<file path="src/rtl/muldiv_pkg.sv">
// Shared types and constants for the iterative multiply/divide unit.
// The divide datapath is built only when MULDIV_DIV_EN is defined.
package muldiv_pkg;

    localparam int unsigned MULDIV_WIDTH = 32;

    typedef enum logic [1:0] {
        OP_MUL   = 2'b00,
        OP_MULHU = 2'b01,
        OP_DIVU  = 2'b10,
        OP_REMU  = 2'b11
    } op_e;

    typedef enum logic [1:0] {
        ST_IDLE = 2'b00,
        ST_BUSY = 2'b01,
        ST_DONE = 2'b10
    } state_e;

    // Bit 1 of the op code separates the divide class from the multiply class.
    function automatic logic op_is_div(input logic [1:0] op_code);
        return op_code[1];
    endfunction

    // Bit 0 selects the upper half of the working register: MULHU product high / REMU remainder.
    function automatic logic op_high_half(input logic [1:0] op_code);
        return op_code[0];
    endfunction

endpackage

</file>
<file path="src/rtl/muldiv_iter_step.sv">
// One combinational iteration: shift-add multiply step or restoring-divide step.
// The compare-subtract path exists only when MULDIV_DIV_EN is defined.
module muldiv_iter_step
    import muldiv_pkg::*;
#(
    parameter int unsigned WIDTH = MULDIV_WIDTH
) (
`ifdef MULDIV_DIV_EN
    input  logic                 is_div,
`endif
    input  logic [2*WIDTH-1:0]   acc,
    input  logic [WIDTH-1:0]     opnd,
    output logic [2*WIDTH-1:0]   acc_next
);

    logic [WIDTH-1:0]   addend_s;
    logic [WIDTH:0]     sum_s;
    logic [2*WIDTH-1:0] mul_next_s;

    // Multiply: upper half accumulates the multiplicand, then the whole register shifts right.
    always_comb begin
        addend_s   = {WIDTH{1'b0}};
        if (acc[0]) begin
            addend_s = opnd;
        end else begin
            addend_s = {WIDTH{1'b0}};
        end
        sum_s      = {1'b0, acc[2*WIDTH-1:WIDTH]} + {1'b0, addend_s};
        mul_next_s = {sum_s, acc[WIDTH-1:1]};
    end

`ifdef MULDIV_DIV_EN
    logic [WIDTH:0]     shifted_s;
    logic               ge_s;
    logic [WIDTH-1:0]   rem_next_s;
    logic [2*WIDTH-1:0] div_next_s;

    // Divide: acc holds {remainder, dividend/quotient}; the difference only matters when ge_s,
    // where it always fits in WIDTH bits, so the low WIDTH bits of the subtraction suffice.
    always_comb begin
        shifted_s  = {acc[2*WIDTH-1:WIDTH], acc[WIDTH-1]};
        ge_s       = (shifted_s >= {1'b0, opnd});
        rem_next_s = shifted_s[WIDTH-1:0];
        if (ge_s) begin
            rem_next_s = shifted_s[WIDTH-1:0] - opnd;
        end else begin
            rem_next_s = shifted_s[WIDTH-1:0];
        end
        div_next_s = {rem_next_s, acc[WIDTH-2:0], ge_s};
    end

    // Select the step that matches the latched op class.
    always_comb begin
        acc_next = mul_next_s;
        if (is_div) begin
            acc_next = div_next_s;
        end else begin
            acc_next = mul_next_s;
        end
    end
`else
    // Only the multiply step exists in this build.
    always_comb begin
        acc_next = mul_next_s;
    end
`endif

endmodule

</file>
<file path="src/rtl/ex_muldiv_unit.sv">
// EX-stage iterative multiply/divide unit with valid/ready handshakes and flush.
// Define MULDIV_DIV_EN to build the divider; otherwise DIVU/REMU return 0 immediately.
module ex_muldiv_unit
    import muldiv_pkg::*;
#(
    parameter int unsigned WIDTH = MULDIV_WIDTH
) (
    input  logic             clk,
    input  logic             resetN,
    input  logic             inValid,
    output logic             inReady,
    input  logic [WIDTH-1:0] operandA,
    input  logic [WIDTH-1:0] operandB,
    input  logic [1:0]       op,
    input  logic             flush,
    output logic             outValid,
    input  logic             outReady,
    output logic [WIDTH-1:0] result,
    output logic             busy
);

    localparam int unsigned          CNT_W    = $clog2(WIDTH);
    localparam logic [CNT_W-1:0]     CNT_ZERO = {CNT_W{1'b0}};
    localparam logic [CNT_W-1:0]     CNT_ONE  = {{(CNT_W-1){1'b0}}, 1'b1};
    localparam logic [CNT_W-1:0]     CNT_LAST = CNT_W'(WIDTH - 1);

    state_e             state_r;
    state_e             state_next_s;
    logic [CNT_W-1:0]   count_r;
    logic [2*WIDTH-1:0] acc_r;
    logic [2*WIDTH-1:0] acc_next_s;
    logic [WIDTH-1:0]   opnd_r;
    logic               sel_hi_r;
    logic               out_valid_r;
    logic [WIDTH-1:0]   result_r;
    logic               in_ready_s;
    logic               busy_s;
    logic               accept_s;
    logic               last_step_s;
`ifdef MULDIV_DIV_EN
    logic               div_r;
`endif

    assign accept_s    = (state_r == ST_IDLE) && inValid && !flush;
    assign last_step_s = (state_r == ST_BUSY) && (count_r == CNT_LAST);

    // State register.
    always_ff @(posedge clk or negedge resetN) begin
        if (!resetN) begin
            state_r <= ST_IDLE;
        end else begin
            state_r <= state_next_s;
        end
    end

    // Next-state logic; flush overrides every other transition.
    always_comb begin
        state_next_s = state_r;
        if (flush) begin
            state_next_s = ST_IDLE;
        end else begin
            case (state_r)
                ST_IDLE: begin
                    if (inValid) begin
`ifdef MULDIV_DIV_EN
                        state_next_s = ST_BUSY;
`else
                        state_next_s = op_is_div(op) ? ST_DONE : ST_BUSY;
`endif
                    end else begin
                        state_next_s = ST_IDLE;
                    end
                end
                ST_BUSY: begin
                    if (count_r == CNT_LAST) begin
                        state_next_s = ST_DONE;
                    end else begin
                        state_next_s = ST_BUSY;
                    end
                end
                ST_DONE: begin
                    if (outReady) begin
                        state_next_s = ST_IDLE;
                    end else begin
                        state_next_s = ST_DONE;
                    end
                end
                default: begin
                    state_next_s = ST_IDLE;
                end
            endcase
        end
    end

    // Handshake/status outputs decoded from the state.
    always_comb begin
        in_ready_s = 1'b0;
        busy_s     = 1'b0;
        case (state_r)
            ST_IDLE: begin
                in_ready_s = 1'b1;
                busy_s     = 1'b0;
            end
            ST_BUSY: begin
                in_ready_s = 1'b0;
                busy_s     = 1'b1;
            end
            ST_DONE: begin
                in_ready_s = 1'b0;
                busy_s     = 1'b1;
            end
            default: begin
                in_ready_s = 1'b0;
                busy_s     = 1'b0;
            end
        endcase
    end

    // Working register: multiply keeps {acc, multiplier} with the multiplicand in opnd_r;
    // divide keeps {remainder, dividend} with the divisor in opnd_r.
    always_ff @(posedge clk or negedge resetN) begin
        if (!resetN) begin
            acc_r    <= {(2*WIDTH){1'b0}};
            opnd_r   <= {WIDTH{1'b0}};
            sel_hi_r <= 1'b0;
            count_r  <= CNT_ZERO;
        end else if (accept_s) begin
            sel_hi_r <= op_high_half(op);
            count_r  <= CNT_ZERO;
            if (op_is_div(op)) begin
                acc_r  <= {{WIDTH{1'b0}}, operandA};
                opnd_r <= operandB;
            end else begin
                acc_r  <= {{WIDTH{1'b0}}, operandB};
                opnd_r <= operandA;
            end
        end else if (state_r == ST_BUSY) begin
            acc_r   <= acc_next_s;
            count_r <= count_r + CNT_ONE;
        end else begin
            acc_r   <= acc_r;
            count_r <= count_r;
        end
    end

`ifdef MULDIV_DIV_EN
    // Op class latched at acceptance.
    always_ff @(posedge clk or negedge resetN) begin
        if (!resetN) begin
            div_r <= 1'b0;
        end else if (accept_s) begin
            div_r <= op_is_div(op);
        end else begin
            div_r <= div_r;
        end
    end
`endif

    muldiv_iter_step #(
        .WIDTH    (WIDTH)
    ) u_step (
`ifdef MULDIV_DIV_EN
        .is_div   (div_r),
`endif
        .acc      (acc_r),
        .opnd     (opnd_r),
        .acc_next (acc_next_s)
    );

    // Result and valid: loaded on the final step, cleared on handshake or flush.
    always_ff @(posedge clk or negedge resetN) begin
        if (!resetN) begin
            out_valid_r <= 1'b0;
            result_r    <= {WIDTH{1'b0}};
        end else if (flush) begin
            out_valid_r <= 1'b0;
        end else if (last_step_s) begin
            out_valid_r <= 1'b1;
            if (sel_hi_r) begin
                result_r <= acc_next_s[2*WIDTH-1:WIDTH];
            end else begin
                result_r <= acc_next_s[WIDTH-1:0];
            end
`ifndef MULDIV_DIV_EN
        end else if (accept_s && op_is_div(op)) begin
            out_valid_r <= 1'b1;
            result_r    <= {WIDTH{1'b0}};
`endif
        end else if ((state_r == ST_DONE) && outReady) begin
            out_valid_r <= 1'b0;
        end else begin
            out_valid_r <= out_valid_r;
        end
    end

    assign inReady  = in_ready_s;
    assign busy     = busy_s;
    assign outValid = out_valid_r;
    assign result   = result_r;

endmodule

</file>
<file path="config.mk">
export PLATFORM = sky130hd
export DESIGN_NAME = ex_muldiv_unit
export DESIGN_NICKNAME = d
export VERILOG_FILES = /design/src/rtl/muldiv_pkg.sv /design/src/rtl/muldiv_iter_step.sv /design/src/rtl/ex_muldiv_unit.sv
export SDC_FILE = /design/constraint.sdc
export NUM_CORES = 1
export LEC_CHECK = 0
export CAP_MARGIN = 20
export CORE_MARGIN = 3
export CORE_UTILIZATION = 62
export DETAILED_ROUTE_END_ITERATION = 16
export PLACE_DENSITY = 0.95
export SYNTH_ARGS = -nofsm -noshare
export SYNTH_HDL_FRONTEND = slang
export SYNTH_HIERARCHICAL = 1
export SYNTH_SLANG_ARGS = --single-unit
</file>
<file path="constraint.sdc">
create_clock -name clk -period 8.9 [get_ports clk]
set_clock_uncertainty 0.2 [all_clocks]
set_input_delay 0.89 -clock clk [delete_from_list [all_inputs] [get_ports clk]]
set_output_delay 0.89 -clock clk [all_outputs]
set_load 0.02 [all_outputs]
</file>
==> results.ini <==
[floorplan]
initial_core_util_pct = 64.0
num_rows = 43
core_area_sq_um = 14000
die_area_sq_um = 15900
fp.dieW_um = 126
die_y_um = 126
io-pin-count = 106

[logic_synthesis]
synthArstFlopShare_pct = 100
synth_area_leaders = dfrtp_1 (38%), mux2i_1 (15%), ha_1 (5.3%), o2bb2ai_2 (5.0%), a21oi_1 (3.4%)
synth_warnings = 6
yosysUniqueCellTypes = 59
seq_area_frac_synth_pct = 38.3
synth_cells = 894
synth_top_family_by_area = compound AO/OA/AOI/OAI gates
synth_area_leader_cell = dfrtp_1
synth_ff_type = dfrtp_1
synth_xor_xnor_area_share_pct = 3.03
synth-seq-cells = 137
synth-edff-count = 0
avgSynthCellArea_sq_um = 10.0
syn-num-nets = 1004
muxShareOfSynthArea_pct = 14.8
synth_compound_area_share_pct = 19.3
synthAdderAreaFrac_pct = 5.53
post_synth_and_or_nand_nor_area_fraction_pct = 12.0
synthesis.area_sq_um = 8960
synth_top_area_share_pct = 38.3

[timing]
report.final.slew_viol_count = 0
fmax_ghz = 0.248
slew_headroom_pct = 24.6
period_needed_ns = 4.04
worstMarginPinSlew_ns = 1.13
setup_viol = 0
hold_violations = 0
finalSetupTns_ns = 0
rsz0062_at_grt = no
fin_crit_sh_pct = 45.3

[setup_path]
critPathMaxFanout = 33
crit_required_ns = 8.98
critical_path.startpoint_type = register
end_kind = register
critPathKind = reg -> reg
cp.arrival_ns = 4.11

[cells_and_area]
fin_nets = 1035
area_growth_pct = 15.4
layout-drive-gt1-share_pct = 9.49
n_antenna_cell = 0
final_cell_area_sq_um = 10300

[routing]
wl_met2_mm = 10.7
drc = 0
via_per_inst = 6.24
vias = 6975
wl_per_cell_um = 18.7
highest_layer = met4
drt_iter0_markers = 476
firstDrtPassIters = 5
dr_wl_met3_um = 986
wl_met1_mm = 8.86
detail-route-antenna-nets = 0
wl_mm = 21.0

[worst_hold_path]
hold_class = in -> async

[clock_tree]
cts_hold_buf = 0
h-tree-depth = 4
cts_tree = yes
clk_pin_slew_ns = 0.06
cts_made_buffers = 17
clk_latency_ns = 0.43
root_buffer = clkbuf_16
clk_path_buf_depth = 2
cts_setup_buffers = 0
cts_resized = 0
clock-sinks = 137

[global_routing]
first_global_vias = 7186
grt_use_total_pct = 26.5
overflow = 0
grt_max_degree = 72
grt_pass1_wl_mm = 34.6
antenna_found_initial = 0

[status]
status = finished clean

[pwr]
p_leak_uw = 0.00452
clockPowerShare_pct = 29.2
p_per_area_nw_per_um2 = 253
internal-power_uw = 1650
ir_drop_mv = 0.179
total_power_uw = 2620
switching_share_pct = 36.8
comb_power_share_pct = 36.7
power_switching_uw = 964
p_seq_share_pct = 34.1

[placed_design]
placed_cell_area_sq_um = 9700
gp_congestion = 0.909
port_buffers = 105
hpwl_mm = 13.6

[flow_run]
max-cap-violations = 0

-- metrics by stage --
stage          utilization [%]  instances  worst slack, ns  hold WS, ns
6_report                  73.9       1118             4.86        0.237
5_1_grt                   73.9       1118             4.72        0.280
4_1_cts                   73.9       1118             4.92        0.257
3_5_place_dp              69.3       1086             5.01        0.266
3_3_place_gp              69.3       1086             5.15        0.255
2_1_floorplan                -        894             5.69        0.242
-- area by class of cell --
cell class                      count  area [sq um]
Clock buffer                       21           470
Tap cell                          180           225
Timing Repair Buffer              110          1090
Fill cell                         930          3650
Sequential cell                   137          3430
Multi-Input combinational cell    649          4920
Inverter                           10          37.5
Clock inverter                     11           169
-- routing by layer --
layer | GRT usage, % | up-vias
li1 | - | 3253
met1 | 33.0 | 3452
met2 | 45.8 | 231
met3 | 5.68 | 39
met4 | 9.34 | 0
met5 | 0 | -
-- state kept, by name (all words and copies together), names as in the netlist --
name,cells
state_r,2
result,32
count_r,5
outValid,1
acc_r,64
sel_hi_r,1
opnd_r,32
-- worst max-delay path: stages (launching register included) --
cell	delay [ns]
dfrtp_1	0.72
and2_1	0.35
ha_1	0.22
fa_1	0.47
a211oi_2	0.29
o211ai_1	0.13
nand3_2	0.13
nand2b_1	0.07
or4_4	0.44
a41o_1	0.24
a311o_1	0.31
mux2i_1	0.21
o2bb2ai_2	0.09
-- cell usage in the layout, fill, tap and decap left out, drive strengths merged, types with 21 or more instances in the layout --
master,instances
a211oi,34
a21oi,62
and2,32
clkbuf,21
clkdlybuf4s50,103
dfrtp,137
ha,38
mux2i,130
nand2,60
nor2,51
nor2b,34
o21ai,56
o2bb2ai,32
-- worst paths after layout --
path,start,to,slack [ns],depth (start not counted)
worst max-delay path,acc_r[0]$_DFFE_PN0P_,result[29]$_DFFE_PN0P_,4.86,12
worst min-delay path,resetN,acc_r[16]$_DFFE_PN0P_,0.24,1
worst max register to register,acc_r[0]$_DFFE_PN0P_,result[29]$_DFFE_PN0P_,4.86,12
worst min register to register,opnd_r[0]$_DFFE_PN0P_,opnd_r[0]$_DFFE_PN0P_,0.28,2
max in group asynchronous,resetN,sel_hi_r$_DFFE_PN0P_,6.88,2
min in group clk,opnd_r[0]$_DFFE_PN0P_,opnd_r[0]$_DFFE_PN0P_,0.28,2
-- power by group through the flow --
| stage | registers (uW) | logic, uW | clock network [uW] |
|---|---|---|---|
| floorplan | 830 | 809 | 0 |
| global placement | 886 | 888 | 0 |
| detailed placement | 895 | 931 | 0 |
| CTS | 891 | 954 | 771 |
| global route | 910 | 1060 | 799 |
| finish | 893 | 961 | 765 |
-- Yosys cell counts (2+ instances only) --
cell type	number
a211oi_1	33
nand2_1	59
mux2i_1	130
o211ai_1	6
xor2_1	15
nand4_1	10
o21ai_0	54
a21oi_2	2
xnor2_1	16
dfrtp_1	137
inv_1	10
ha_1	38
o21a_1	2
a21oi_1	60
o2bb2ai_2	30
o21bai_1	2
nand2b_1	4
and2_1	32
a21o_1	13
a311o_1	2
buf_6	6
buf_2	31
o2bb2ai_1	2
nor2_1	50
buf_4	37
nor3_1	6
nor2b_1	34
clkbuf_1	24
mux2_2	2
or2_2	2
nand3_1	7
a2111oi_2	2
o21ai_1	2
a2bb2oi_1	2
a31oi_1	8
-- cell families after synthesis --
| family | after synthesis |
|---|---|
| XOR/XNOR | 31 |
| AO/OA/AOI/OAI | 233 |
| adder cells (fa/ha/maj) | 39 |
| multiplexers | 132 |
| flip-flops | 137 |
| AND/OR/NAND/NOR | 214 |
| buffers and inverters | 108 |
(Power assumes the default switching activity.)
